$ cat src/rtl/pipeline_debug_ctrl.sv
// Host debug controller: halts the pipeline, runs or single-steps it, then streams the register bank out.
// Optional DEBUG_CYCLE_COUNT_EN appends a 32-bit count of unstalled cycles to every dump.
module pipeline_debug_ctrl (
  input  logic        clock,
  input  logic        reset,
  input  logic        cmd_valid,
  input  logic [7:0]  cmd,
  output logic        cmd_ready,
  input  logic        prog_end,
  output logic        stall,
  output logic [4:0]  addrAsync,
  input  logic [31:0] outputAsync,
  output logic [7:0]  tx_data,
  output logic        tx_valid,
  input  logic        tx_ready
);

  typedef enum logic [1:0] {IDLE, RUN, STEP, DUMP} ctrlState_e;

  localparam logic [7:0] CMD_RUN  = 8'h52;
  localparam logic [7:0] CMD_STEP = 8'h53;
  localparam logic [7:0] CMD_DUMP = 8'h44;

`ifdef DEBUG_CYCLE_COUNT_EN
  localparam logic [7:0] LAST_BYTE = 8'd131;
`else
  localparam logic [7:0] LAST_BYTE = 8'd127;
`endif

  ctrlState_e state;
  logic [7:0] byteCnt;   // stream position of the byte currently on tx_data

`ifdef DEBUG_CYCLE_COUNT_EN
  logic [31:0] cycleCnt;
`endif

  function automatic logic [7:0] pickByte(input logic [31:0] word, input logic [1:0] idx);
    case (idx)
      2'd0:    pickByte = word[31:24];
      2'd1:    pickByte = word[23:16];
      2'd2:    pickByte = word[15:8];
      default: pickByte = word[7:0];
    endcase
  endfunction

  logic [7:0] nextPos;
  logic [5:0] fetchReg;
  logic [7:0] nextByte;
  logic [4:0] nextAddr;
  logic       startDump;

  // tx_data is registered, so the bank address runs one byte ahead of the
  // byte on the link: once the last byte of a register is loaded, addrAsync
  // already points at the next register so its first byte is ready on transfer.
  always_comb begin
    // NOTE: every combinational output gets a default first so no path infers a latch.
    nextPos   = byteCnt + 8'd1;
    fetchReg  = 6'((byteCnt + 8'd2) >> 2);
    nextByte  = pickByte(outputAsync, nextPos[1:0]);
`ifdef DEBUG_CYCLE_COUNT_EN
    if (nextPos[7]) nextByte = pickByte(cycleCnt, nextPos[1:0]);
`endif
    nextAddr  = fetchReg[5] ? 5'd0 : fetchReg[4:0];
    startDump = (state == STEP) ||
                (state == RUN  && prog_end) ||
                (state == IDLE && cmd_valid && cmd_ready && cmd == CMD_DUMP);
  end

  always_ff @(posedge clock) begin
    // NOTE: state registers use non-blocking assignments so every flop samples pre-edge values.
    if (reset) begin
      state     <= IDLE;
      stall     <= 1'b1;
      cmd_ready <= 1'b1;
      tx_valid  <= 1'b0;
      tx_data   <= 8'd0;
      addrAsync <= 5'd0;
      byteCnt   <= 8'd0;
    end else if (startDump) begin
      // addrAsync is always 0 outside DUMP, so outputAsync already holds reg 0.
      state     <= DUMP;
      stall     <= 1'b1;
      cmd_ready <= 1'b0;
      tx_valid  <= 1'b1;
      tx_data   <= outputAsync[31:24];
      addrAsync <= 5'd0;
      byteCnt   <= 8'd0;
    end else begin
      case (state)
        IDLE: begin
          if (cmd_valid && cmd_ready) begin
            case (cmd)
              CMD_RUN: begin
                state     <= RUN;
                stall     <= 1'b0;
                cmd_ready <= 1'b0;
              end
              CMD_STEP: begin
                state     <= STEP;
                stall     <= 1'b0;
                cmd_ready <= 1'b0;
              end
              default: ;  // unknown bytes are consumed and dropped
            endcase
          end
        end
        DUMP: begin
          if (tx_ready) begin
            if (byteCnt == LAST_BYTE) begin
              state     <= IDLE;
              cmd_ready <= 1'b1;
              tx_valid  <= 1'b0;
              tx_data   <= 8'd0;
              addrAsync <= 5'd0;
              byteCnt   <= 8'd0;
            end else begin
              byteCnt   <= nextPos;
              tx_data   <= nextByte;
              addrAsync <= nextAddr;
            end
          end
        end
        default: ;  // RUN without prog_end keeps running; STEP is handled by startDump
      endcase
    end
  end

`ifdef DEBUG_CYCLE_COUNT_EN
  // Counts cycles the pipeline actually advanced; wraps naturally at 2^32.
  always_ff @(posedge clock) begin
    if (reset)       cycleCnt <= 32'd0;
    else if (!stall) cycleCnt <= cycleCnt + 32'd1;
  end
`endif

endmodule

$ cat config.mk
export PLATFORM = sky130hd
export DESIGN_NAME = pipeline_debug_ctrl
export DESIGN_NICKNAME = d
export VERILOG_FILES = /design/src/rtl/pipeline_debug_ctrl.sv
export SDC_FILE = /design/constraint.sdc
export NUM_CORES = 1
export LEC_CHECK = 0
export ABC_AREA = 1
export BUFFER_PORTS_ARGS = -buffer_cell sky130_fd_sc_hd__buf_2
export CAP_MARGIN = 5
export CORE_ASPECT_RATIO = 2
export CORE_MARGIN = 2
export CORE_UTILIZATION = 50
export CTS_CLUSTER_SIZE = 16
export DETAILED_ROUTE_END_ITERATION = 6
export GPL_ROUTABILITY_DRIVEN = 1
export PLACE_DENSITY_LB_ADDON = 0.12
export SLEW_MARGIN = 20
export SYNTH_ARGS = -nofsm -noshare
export SYNTH_HDL_FRONTEND = slang
export SYNTH_SLANG_ARGS = --single-unit
$ cat constraint.sdc
create_clock -name clock -period 2 [get_ports clock]
set_input_delay 0.1 -clock clock [delete_from_list [all_inputs] [get_ports clock]]
set_output_delay 0.1 -clock clock [all_outputs]
set_load 0.02 [all_outputs]
After elaboration in Yosys (flattened, before gate mapping)
Cells that the tools add are included.
{"block": "totals", "out_inout_bits": 16, "in_bits": 45, "register_bits": 26}
{"block": "classes", "reduce_logical": 21, "n_eq_ne": 14, "mux": 24, "addsub": 2}
{"cell": "$mux W8", "n": 5}
{"cell": "$eq A8 B7 Y1 const B", "n": 4}
{"cell": "$pmux W8 S3", "n": 1}
{"cell": "$mux W5", "n": 2}
{"cell": "$reduce_and A5 Y1", "n": 2}
{"cell": "$mux W1", "n": 9}
{"cell": "$ne A3 B3 Y1 const B", "n": 3}
{"cell": "$add A8 B1 Y8 const B", "n": 1}
{"cell": "$add A8 B2 Y8 const B", "n": 1}
{"cell": "$mux W2", "n": 4}
{"cell": "$pmux W2 S2", "n": 2}
{"cell": "$eq A2 B2 Y1 const B", "n": 3}
{"cell": "$reduce_and A3 Y1", "n": 2}
{"cell": "$reduce_bool A2 Y1", "n": 3}
{"cell": "$logic_and A1 B1 Y1", "n": 5}
{"cell": "$eq A2 B1 Y1 const B", "n": 2}
{"cell": "$logic_not A2 Y1", "n": 2}
{"cell": "$ne A4 B2 Y1 const B", "n": 1}
{"cell": "$reduce_and A2 Y1", "n": 2}
{"cell": "$reduce_or A2 Y1", "n": 2}
{"cell": "$ne A3 B2 Y1 const B", "n": 1}
{"cell": "$reduce_bool A3 Y1", "n": 1}
{"cell": "$logic_or A1 B1 Y1", "n": 2}
{"cell": "$pmux W1 S2", "n": 1}

Longest topological paths before layout
Gate-level depths: netlist of run 1.
{"block": "depth", "ltp_word": 7, "depth_mapped": 10, "depth_no_buf": 10}

Least setup slack after synthesis of run 1
No wires, ideal clock.
{"block": "synth_path", "path_kind": "register to register", "from": "register byteCnt[0]", "to": "register tx_data[0]", "path_buffers": 1, "t_arrival_ps": 1329, "required_time_ps": 1872, "setup_slack_ps": 543, "setup_ps": 128, "synth_period_minus_slack_ps": 1457, "path_stages_with_launch": 9, "path_cell_list": "dfxtp_1 -> inv_1 -> ha_1 -> clkbuf_1 -> inv_1 -> o211ai_1 -> nor2_1 -> nor2_1 -> nor2_1"}
{"block": "synth_via", "elab_chain_len": 7, "elab_cells_between_ends": 10, "cone_classes": "1 x add/sub; 3 x eq/ne; 5 x mux; 1 x reduce/logical"}
{"element": "start, declared", "line": "31", "rtl": "logic [7:0] byteCnt;"}
{"element": "start signal, assigned", "line": "117", "rtl": "byteCnt <= nextPos;"}
{"element": "$add A8 B1 Y8", "line": "57", "rtl": "nextPos = byteCnt + 8'd1;"}
{"element": "$eq A2 B2 Y1 (tied with other cells)", "line": "38", "rtl": "case (idx)"}
{"element": "$pmux W8 S3", "line": "38"}
{"element": "$mux W8 (*)", "line": "109", "rtl": "if (byteCnt == LAST_BYTE) begin"}
{"element": "$mux W8 (*)", "line": "108", "rtl": "if (tx_ready) begin"}
{"element": "$mux W8 (*)", "line": "89", "rtl": "case (state)"}
{"element": "$mux W8 (*)", "line": "79", "rtl": "end else if (startDump) begin"}
{"element": "end signal, assigned", "line": "85", "rtl": "tx_data <= outputAsync[31:24];"}
{"element": "end signal, assigned", "line": "118", "rtl": "tx_data <= nextByte;"}
{"element": "end, declared", "line": "13", "rtl": "output logic [7:0] tx_data,"}
Every way passes the cells marked *; elsewhere a longest branch is shown, timed or not. The select of a mux whose other input is x is not followed.
A chain may end at the register's enable or synchronous reset.

Worst setup path after layout of run 1
{"block": "layout_path", "from": "register byteCnt[1]", "to": "register byteCnt[1]"}
{"block": "layout_via", "elab_chain_len": 2, "elab_cells_between_ends": 3, "cone_classes": "1 x add/sub; 1 x eq/ne; 1 x mux"}
{"element": "$add A8 B1 Y8 or $eq A8 B7 Y1 (tied branches)", "line": "57, 109"}
{"element": "$mux W8 (*)", "line": "109"}
Every way passes the cells marked *; elsewhere a longest branch is shown, timed or not.

==> PnR_summary.wiki, run 1 <==
{| class="wikitable"
! Metric !! Value
|-
| Total count of hold-check failures in the final report || 0
|-
| Cells resized by post-CTS repair || 0
|-
| Final setup skew || between 0.004 and 0.005 ns
|-
| Pwr per Cell Area || ~450 nW/um^2
|-
| Gp weighted congestion || ~0.89
|-
| Filler cells || roughly 350
|-
| Instance count of the mapped netlist || roughly 260
|-
| Yosys cell types || 29
|-
| Final Critical Period || roughly 1.6 ns
|-
| Compound-cell area share of the yosys netlist || 0.1156
|-
| Num ports || just over 60
|-
| Number of rows in the core area || 30
|-
| Residual DRC || 0
|-
| Switching Power || ~210 uW
|-
| Maximum Capacitance Violations || 0
|-
| Maximum number of pins on one net before global-route repair || 16
|-
| Startpoint kind of the worst setup timing path || flip-flop
|-
| Wire length of the first global-routing pass || between 6 and 7 mm
|-
| Worst skew pair latency || about 0.27 ns
|-
| Number of buffers created by CTS || 3
|-
| Ys flop type || sky130_fd_sc_hd__dfxtp_1
|-
| Worst Setup End Kind || flip-flop
|-
| Width of the die || 45.36 um
|-
| Type of the tightest min-delay check || in -> reg
|-
| Total via count in the routed design || 1757
|-
| Class of the most critical setup path || reg -> reg
|-
| Fraction of the yosys area taken by sequential cells || 0.3043
|-
| Post-placement cell count || ~340
|-
| Result of the run || finished clean
|-
| Via-to-Cell Ratio || between 5 and 6
|-
| Rel. slew slack || 0.6147
|-
| Post-synthesis to final-layout area growth || 18.73%
|-
| Slew @ Worst Pin || 0.5763 ns
|-
| Maximum level of the CTS H-tree || 1
|-
| WL per Instance || approximately 12 um
|-
| Total routing resource utilization after global routing || 0.2291
|-
| First-pass detailed-route iteration total || 4
|-
| Final period utilization || 0.8240
|-
| Count of clock tree sinks || 26
|-
| Internal portion of total power || between 600 and 700 uW
|-
| Count of buffers from port buffering || 60
|-
| Number of nets with antenna violations after routing || 0
|-
| Total Routed Length || around 4.3 mm
|-
| Count of hold-fix buffers inserted at cts || 0
|-
| Placeable core region || 3341 um^2
|-
| Remaining Overflow, GRT || 0
|-
| XOR/XNOR share of the synthesized area || 0.03072
|-
| Number of DRC violations after detailed-routing iteration 0 || 20
|-
| Count of buffers added by post-CTS timing repair for setup || 0
|-
| Peak ir drop on the vdd network || ~0.4 mV
|-
| Final design instance area without fill || between 2000 and 2500 um^2
|-
| Final nets || 366
|-
| Setup repair after global routing missed its margin || no
|-
| Clk network pwr share || 0.325
|-
| Share of total power in sequential cells || 0.573
|-
| Synthesized-area fraction occupied by adder cells || 0.04389
|-
| Root buffer cell || sky130_fd_sc_hd__clkbuf_8
|-
| Post-synth design cell area || ~1700 um^2
|-
| Area share of and/or/nand/nor cells after synthesis || 0.4089
|-
| Initial Utilization || 0.5120
|-
| Sum of negative setup slack || 0 ns
|-
| Worst path arrival time || 1.82 ns
|-
| Fraction of layout instances using a drive strength above 1 || 0.2652
|-
| Critical path required time || around 2.2 ns
|-
| Maximum root-to-sink buffer count || 2
|-
| Mean post-synth cell area || 6.604 um^2
|-
| Max-slew violation count || 0
|-
| Async SR Flop Fraction || 0
|-
| Share of cell area taken by muxes after synthesis || 0
|-
| Crit path max fanout || 7
|-
| Count of inserted antenna diode cells || 0
|-
| Clock transition time at the flip-flop clock pins of the worst setup and hold paths || about 0.090 ns
|-
| Chip Height || approximately 87 um
|-
| Dpl cell area || ~2000 um^2
|-
| Setup-failing EPs final || 0
|-
| Net count of the mapped netlist || just over 300
|-
| Via count of the first global-routing pass || 1580
|-
| Leakage power summed over all cells || between 0.001 and 0.0015 uW
|-
| Antenna violations before repair || 0
|-
| Dominant combinational cell family by area after synthesis || simple AND/OR/NAND/NOR gates
|-
| Half-perimeter wire length after detailed placement || 3.596 mm
|-
| Net switching fraction of the power || 0.2308
|-
| Post-synthesis register bit count || 26
|-
| Post-synth EDFFs || 0
|-
| Area of the die || just under 4000 um^2
|-
| Post-route non-filler standard cell count || 345
|-
| Clock tree from TritonCTS || built
|-
| Count of yosys warnings during synthesis || 0
|-
| Logic gate share of total power || 0.103
|-
| Max Clock Freq || roughly 600 MHz
|}
==> placed cells by master, fill, tap and decap left out <==
cell type,synthesis,final
sky130_fd_sc_hd__nand2_1,71,71
sky130_fd_sc_hd__buf_2,1,60
sky130_fd_sc_hd__nor2_1,41,41
sky130_fd_sc_hd__dfxtp_1,26,26
sky130_fd_sc_hd__inv_1,21,21
sky130_fd_sc_hd__nand3_1,19,19
sky130_fd_sc_hd__a21oi_1,16,16
sky130_fd_sc_hd__o211ai_1,9,9
sky130_fd_sc_hd__nand4_1,9,9
sky130_fd_sc_hd__xor2_1,6,6
sky130_fd_sc_hd__ha_1,6,6
sky130_fd_sc_hd__nand2_2,3,3
sky130_fd_sc_hd__nand3_2,3,3
sky130_fd_sc_hd__clkbuf_8,0,3
sky130_fd_sc_hd__nor2_2,2,2
sky130_fd_sc_hd__nor3_2,2,2
sky130_fd_sc_hd__clkinv_2,2,2
sky130_fd_sc_hd__nand2_4,2,2
sky130_fd_sc_hd__o21ai_0,2,2
sky130_fd_sc_hd__inv_2,2,2
sky130_fd_sc_hd__nor2_4,1,1
sky130_fd_sc_hd__o211ai_2,1,1
sky130_fd_sc_hd__nor3_1,1,1
sky130_fd_sc_hd__a21boi_0,1,1
sky130_fd_sc_hd__a22oi_1,1,1
sky130_fd_sc_hd__a211oi_2,1,1
sky130_fd_sc_hd__nand3b_1,1,1
sky130_fd_sc_hd__buf_4,0,1
==> layer usage <==
metal / share of wire / GRT usage
met3: 0.034 / 0.02917
met2: 0.56 / 0.4247
met1: 0.39 / 0.2445
met5: 0 / 0
met4: 0.022 / 0.09091
==> state kept, by name (all words and copies together), names as in the netlist <==
register and flops:
tx_data 8, state 2, stall 1, byteCnt 8, addrAsync 5, cmd_ready 1, tx_valid 1
==> per-stage QoR <==
stage | hold slack [ns] | power, uW | utilization | worst slack (ns)
final | 0.1473 | 908.2 | 0.6079 | 0.3520
after global routing | 0.1556 | 941.4 | 0.6079 | 0.1867
after CTS | 0.1463 | 913.8 | 0.6079 | 0.3392
after detailed placement | 0.4260 | 625.8 | 0.5955 | 0.3485
after global placement | 0.4259 | 626.2 | 0.5955 | 0.3815
after floorplan | 0.1691 | 568.3 | - | 0.5431
==> worst paths after layout <==
path         slack [ns]         end             from  cells after the start
max                0.35  byteCnt[1]       byteCnt[1]                      8
min                0.15  tx_data[5]  outputAsync[29]                      5
max reg2reg        0.35  byteCnt[1]       byteCnt[1]                      8
min reg2reg        0.45       stall            stall                      2
==> Yosys cell counts, drive strengths merged, types with 3 or more instances <==
cell type,n,area share
nand2,76,0.18
nor2,44,0.10
dfxtp,26,0.30
inv,23,0.050
nand3,22,0.073
a21oi,16,0.047
o211ai,10,0.047
nand4,9,0.033
buf,6,0.031
ha,6,0.044
xor2,6,0.031
clkbuf,4,0.0088
nor3,3,0.015
==> layout make-up <==
cell class	count	area, um^2	share of cell area
multi-input combinational	198	1025	0.5046
sequential	26	520.5	0.2563
timing repair buffer	61	307.8	0.1516
inverter	25	96.34	0.04744
clock buffer	3	41.29	0.02033
tap	32	40.04	0.01972
==> logic make-up after synthesis <==
family                   count (synthesis)
AND/OR/NAND/NOR                        155
buffers and inverters                   35
AO/OA/AOI/OAI                           31
flip-flops                              26
XOR/XNOR                                 6
adder cells (fa/ha/maj)                  6
==> critical path, stage by stage (launching register included) <==
cell and delay (ns):
sky130_fd_sc_hd__dfxtp_1 0.44, sky130_fd_sc_hd__ha_1 0.23, sky130_fd_sc_hd__inv_1 0.05, sky130_fd_sc_hd__nor2_1 0.23
sky130_fd_sc_hd__nand2_1 0.14, sky130_fd_sc_hd__nand2_1 0.18, sky130_fd_sc_hd__inv_1 0.08, sky130_fd_sc_hd__a22oi_1 0.14
sky130_fd_sc_hd__nor2_1 0.06
==> power by group through the flow <==
stage	Clock, uW	Combinational, uW	Sequential [uW]
4_1_cts	300	94.0	520
3_5_place_dp	0	93.5	532
5_1_grt	318	103	520
2_1_floorplan	0	34.1	534
6_report	295	93.4	520
3_3_place_gp	0	94.0	532
No activity file was read; power rests on OpenSTA's default activity.
==> inputs of run 2 (changes only) <==
CORE_UTILIZATION = 45   (was 50)
clock period = 1.35 ns   (was 2 ns; I/O delays follow)
==> run 2 against run 1 <==
Effect of this change: non-clock buffer count increased by 29; via count grew 9.1%; critical path depth up 1; highest routed layer unchanged; the flow now finishes with violations (setup timing); wire length rose by 11%; sequential power rose by 47%; flip-flop and latch count did not move; core utilization up 7.4 points; largest power group unchanged; register-to-register slack worse by 0.38 ns; critical path type unchanged; power up 51%; sequential share of layout area is 4.2 points lower.
==> PnR_summary.wiki, run 2 (synthesis gave the netlist of run 1 again) <==
{| class="wikitable"
! Metric !! Value
|-
| Result of the run || finished with violations
|-
| Violated checks || setup timing
|-
| Filler cells || ~360
|-
| Worst setup slack after placement || -0.1225 ns
|-
| Crit path max fanout || 6
|-
| Number of rows in the core area || 31
|-
| Commonest cells after routing, fill and taps aside || 60 x sky130_fd_sc_hd__buf_2, 59 x sky130_fd_sc_hd__nand2_1, 39 x sky130_fd_sc_hd__nor2_1
|-
| Clock transition time at the flip-flop clock pins of the worst setup and hold paths || about 0.090 ns
|-
| Chip Height || ~91 um
|-
| Max Clock Freq || approximately 720 MHz
|-
| Post-layout utilization of the core || 0.6822
|-
| Maximum number of pins on one net before global-route repair || 15
|-
| Area of the die || ~4300 um^2
|-
| Final Critical Period || 1.381 ns
|-
| Total via count in the routed design || between 1.5k and 2k
|-
| Type of the tightest min-delay check || in -> reg
|-
| Number of DRC violations after detailed-routing iteration 0 || 28
|-
| Area occupied by multi-input gates || around 1200 um^2
|-
| Final nets || 395
|-
| Peak ir drop on the vdd network || 0.5881 mV
|-
| Setup-failing EPs final || 5
|-
| Worst path arrival time || approximately 1.6 ns
|-
| Worst Setup End Kind || flip-flop
|-
| Via count of the first global-routing pass || between 1.5k and 2k
|-
| Final design instance area without fill || 2487 um^2
|-
| Post-layout worst setup margin || -0.03064 ns
|-
| Number of nets with antenna violations after routing || 0
|-
| Residual DRC || 0
|-
| Post-synthesis to final-layout area growth || 45.43%
|-
| Top flop regs || byteCnt (8), tx_data (8), addrAsync (5)
|-
| Commonest non-fill, non-tap cell in the layout || sky130_fd_sc_hd__buf_2
|-
| First-pass detailed-route iteration total || 4
|-
| Dpl cell area || 2221 um^2
|-
| Startpoint kind of the worst setup timing path || flip-flop
|-
| Fraction of layout instances using a drive strength above 1 || 0.4415
|-
| Final hold slack || between 0.1 and 0.15 ns
|-
| Critical path required time || 1.56 ns
|-
| Total routing resource utilization after global routing || 0.2390
|-
| Pwr per Cell Area || roughly 550 nW/um^2
|-
| Max-slew violation count || 0
|-
| Width of the die || approximately 48 um
|-
| Count of clock tree sinks || 26
|-
| Count of buffers from port buffering || 60
|-
| Num ports || between 60 and 70
|-
| Count of hold-fix buffers inserted at cts || 0
|-
| Overall power || 1367 uW
|-
| Initial Utilization || 0.4691
|-
| Clock tree from TritonCTS || built
|-
| Rel. slew slack || 0.7904
|-
| Worst skew pair latency || approximately 0.27 ns
|-
| Remaining Overflow, GRT || 0
|-
| Leakage power summed over all cells || approximately 0.0012 uW
|-
| Total area of sequential cells || ~530 um^2
|-
| Half-perimeter wire length after detailed placement || between 3 and 4 mm
|-
| Total Routed Length || around 4.8 mm
|-
| Slew @ Worst Pin || roughly 0.31 ns
|-
| Placeable core region || around 3600 um^2
|-
| Maximum level of the CTS H-tree || 1
|-
| WL per Instance || roughly 12 um
|-
| Wire length of the first global-routing pass || roughly 7.8 mm
|-
| Gp weighted congestion || 0.8649
|-
| Maximum Capacitance Violations || 0
|-
| Class of the most critical setup path || reg -> reg
|-
| Final setup skew || about 0.0019 ns
|-
| Antenna violations before repair || 0
|-
| Final period utilization || 1.023
|-
| Via-to-Cell Ratio || 4.903
|-
| Total count of hold-check failures in the final report || 0
|-
| Root buffer cell || sky130_fd_sc_hd__clkbuf_8
|-
| Maximum root-to-sink buffer count || 2
|-
| Number of buffers created by CTS || 3
|-
| Setup repair after global routing missed its margin || yes
|-
| Count of inserted antenna diode cells || 0
|}
-- run 2: final timing paths --
kind	end	startpoint	cells past startpoint	slack (ns)
worst max register to register	addrAsync[4]	byteCnt[1]	9	-0.03
worst min-delay path	state[0]	reset	2	0.11
worst max-delay path	addrAsync[4]	byteCnt[1]	9	-0.03
worst min register to register	stall	stall	2	0.46
-- run 2: cell type report --
cell class	count	share of cell area
clock buffers	3	0.01660
inverters	25	0.03974
multi-input cells	198	0.4839
flip-flops and latches	26	0.2148
well taps	49	0.02465
repair buffers	90	0.2203
-- run 2: power breakdown --
part / internal (uW) / switching (uW) / total (uW)
logic: 74.4 / 82.4 / 157
clock network: 200 / 246 / 446
registers: 763 / 1.63 / 765
-- run 2: critical path: stages (launching register included) --
cell                      delay, ns
sky130_fd_sc_hd__dfxtp_4       0.38
sky130_fd_sc_hd__ha_4          0.17
sky130_fd_sc_hd__nand2_2       0.08
sky130_fd_sc_hd__nor2_2        0.04
sky130_fd_sc_hd__buf_4         0.14
sky130_fd_sc_hd__nand3_2       0.05
sky130_fd_sc_hd__nand2_2       0.06
sky130_fd_sc_hd__nor2_4        0.18
sky130_fd_sc_hd__nand3_2       0.08
sky130_fd_sc_hd__a21oi_1       0.14
-- run 2: per-layer routing --
metal | vias to the layer above | GRT usage | wire length [um]
met5 | - | 0 | 0
met4 | 0 | 0.06532 | 46
met3 | 5 | 0.02386 | 173
met2 | 37 | 0.4752 | 2847
met1 | 875 | 0.2280 | 1727
li1 | 1000 | - | -
-- run 2: repair_timing --
action	CTS	global route
endpoints found under the setup margin	24	24
pin swaps	9	11
gates resized for setup	32	29
setup buffers	1	1
-- run 2: stage by stage --
stage	std cells	setup TNS (ns)
final	391	-0.07610
after global routing	391	-1.384
after CTS	390	-0.08430
after detailed placement	386	-1.767
after global placement	386	-1.216
after floorplan	259	0
==> inputs of run 3 (changes only) <==
--- a/constraint.sdc
+++ b/constraint.sdc
@@ -3,2 +3,2 @@
 set_output_delay 0.0675 -clock clock [all_outputs]
-set_load 0.02 [all_outputs]
+set_load 0.1 [all_outputs]
==> run 3 against run 2 <==
Effect of this change: the run still ends with setup timing left; via count rose by 1.7%; register-to-register slack is essentially flat; power rose by 2.9%.
==> PnR_summary.wiki, run 3 (synthesis gave the netlist of run 1 again) <==
{| class="wikitable"
! Metric !! Value
|-
| Result of the run || finished with violations
|-
| Violated checks || setup timing
|-
| Fraction of layout instances using a drive strength above 1 || 0.4598
|-
| Max-slew violation count || 0
|-
| Critical path required time || between 1.5 and 2 ns
|-
| Post-layout worst setup margin || -0.01868 ns
|-
| Gp weighted congestion || 0.8660
|-
| Count of hold-fix buffers inserted at cts || 0
|-
| Via count of the first global-routing pass || around 1.9k
|-
| Number of nets with antenna violations after routing || 0
|-
| Peak ir drop on the vdd network || 0.5724 mV
|-
| Worst skew pair latency || about 0.27 ns
|-
| Residual DRC || 0
|-
| WL per Instance || 12.90 um
|-
| Number of buffers created by CTS || 3
|-
| Area of the die || approximately 4300 um^2
|-
| Root buffer cell || sky130_fd_sc_hd__clkbuf_8
|-
| Maximum Capacitance Violations || 0
|-
| Total routing resource utilization after global routing || 0.2354
|-
| Commonest cells after routing, fill and taps aside || 60 x sky130_fd_sc_hd__buf_2, 57 x sky130_fd_sc_hd__nand2_1, 38 x sky130_fd_sc_hd__nor2_1
|-
| Commonest non-fill, non-tap cell in the layout || sky130_fd_sc_hd__buf_2
|-
| Post-synthesis to final-layout area growth || 50.84%
|-
| Num ports || 61
|-
| Setup repair after global routing missed its margin || yes
|-
| Final period utilization || 1.014
|-
| Sum of negative setup slack || -0.04402 ns
|-
| Antenna violations before repair || 0
|-
| Worst Setup End Kind || flip-flop
|-
| Slew @ Worst Pin || between 0.4 and 0.5 ns
|-
| Count of clock tree sinks || 26
|-
| Remaining Overflow, GRT || 0
|-
| Final Critical Period || 1.369 ns
|-
| Total buffers and inverters traversed by the critical path || 2
|-
| Critical Path Slowest Stage Cell || sky130_fd_sc_hd__dfxtp_4
|-
| Worst path arrival time || about 1.5 ns
|-
| Number of DRC violations after detailed-routing iteration 0 || 50
|-
| Setup-failing EPs final || 3
|-
| Maximum number of pins on one net before global-route repair || 15
|-
| Width of the die || ~48 um
|-
| Final nets || 400
|-
| Total count of hold-check failures in the final report || 0
|-
| Count of buffers from port buffering || 60
|-
| Half-perimeter wire length after detailed placement || approximately 4 mm
|-
| Wire length of the first global-routing pass || between 7 and 8 mm
|-
| Final setup skew || between 0.009 and 0.01 ns
|-
| Maximum level of the CTS H-tree || 1
|-
| CP dominant cell by count || sky130_fd_sc_hd__nor2_1
|-
| Filler cells || roughly 340
|-
| First-pass detailed-route iteration total || 4
|-
| Initial Utilization || 0.4691
|-
| Clock transition time at the flip-flop clock pins of the worst setup and hold paths || roughly 0.10 ns
|-
| Via-to-Cell Ratio || ~5
|-
| Leakage power summed over all cells || roughly 0.0013 uW
|-
| Maximum root-to-sink buffer count || 2
|-
| Startpoint kind of the worst setup timing path || flip-flop
|-
| Total via count in the routed design || 1949
|-
| Overall power || approximately 1400 uW
|-
| Max Clock Freq || ~730 MHz
|-
| Count of inserted antenna diode cells || 0
|-
| Kind of cell with the highest combined delay on the critical path || flip-flops
|-
| Chip Height || between 90 and 100 um
|-
| Crit path max fanout || 5
|-
| Clock tree from TritonCTS || built
|-
| Rel. slew slack || 0.6771
|-
| Longest individual stage delay on the worst path || just under 0.4 ns
|-
| Top flop regs || byteCnt (8), tx_data (8), addrAsync (5)
|-
| Total Routed Length || 5.121 mm
|-
| Type of the tightest min-delay check || in -> reg
|-
| Placeable core region || 3646 um^2
|-
| Number of rows in the core area || 31
|-
| Class of the most critical setup path || reg -> reg
|-
| Ordered cell list for the critical path || inv_2 > ha_2 > buf_6 > a21oi_2 > nand3_1 > o211ai_1 > nor2_1 > nor2_1 > nor2_1
|-
| Pwr per Cell Area || approximately 550 nW/um^2
|}
[run 3: timing repair]
action / 4_1_cts / 5_1_grt
pin swaps: 12 / 26
setup buffers: 3 / 3
setup endpoints to repair: 25 / 26
gates resized for setup: 29 / 38
gates cloned: 0 / 1
[run 3: cell type report]
class	count	area, um^2	area share
inverters	25	102.6	0.03977
repair buffers	95	606.8	0.2352
clock buffers	4	45.04	0.01746
flip-flops and latches	26	538.0	0.2085
multi-input cells	198	1226	0.4753
well taps	49	61.31	0.02376
[run 3: worst reg2reg max path, cell delays in order (launching register included)]
cell and delay [ns]:
sky130_fd_sc_hd__dfxtp_4 0.39, sky130_fd_sc_hd__inv_2 0.05, sky130_fd_sc_hd__ha_2 0.20, sky130_fd_sc_hd__buf_6 0.13, sky130_fd_sc_hd__a21oi_2 0.09, sky130_fd_sc_hd__nand3_1 0.10
sky130_fd_sc_hd__o211ai_1 0.10, sky130_fd_sc_hd__nor2_1 0.07, sky130_fd_sc_hd__nor2_1 0.10, sky130_fd_sc_hd__nor2_1 0.04
[run 3: path summary, 6_finish.rpt]
| kind | from | to | slack (ns) | depth (start not counted) |
|---|---|---|---|---|
| max reg2reg | byteCnt[0] | tx_data[3] | -0.02 | 9 |
| max | byteCnt[0] | tx_data[3] | -0.02 | 9 |
| min | reset | state[0] | 0.11 | 2 |
| min reg2reg | stall | stall | 0.45 | 2 |
[run 3: power by group]
group	total, uW	internal (uW)	switching, uW
Clock	460	211	248
Sequential	763	761	1.78
Combinational	185	83.0	102
Total	1410	1060	352
[run 3: layer usage]
layer | vias to the layer above | share of wire | global-route usage
met5 | - | 0 | 0
met4 | 0 | 0.027 | 0.07207
met3 | 12 | 0.036 | 0.02386
met2 | 50 | 0.59 | 0.4505
met1 | 874 | 0.35 | 0.2396
li1 | 1013 | - | -
[run 3: through the flow]
| stage | utilization | std cells | setup WS, ns | hold slack (ns) | instance area, um^2 |
|---|---|---|---|---|---|
| CTS | 0.6582 | 393 | -0.03041 | 0.1137 | 2400 |
| finish | 0.7076 | 397 | -0.01868 | 0.1056 | 2580 |
| detailed placement | 0.6115 | 386 | -0.1202 | 0.3958 | 2230 |
| global placement | 0.6115 | 386 | -0.09784 | 0.3940 | 2230 |
| global route | 0.7076 | 397 | -0.1103 | 0.1181 | 2580 |
| floorplan | - | 259 | -0.007724 | 0.1366 | 1728 |
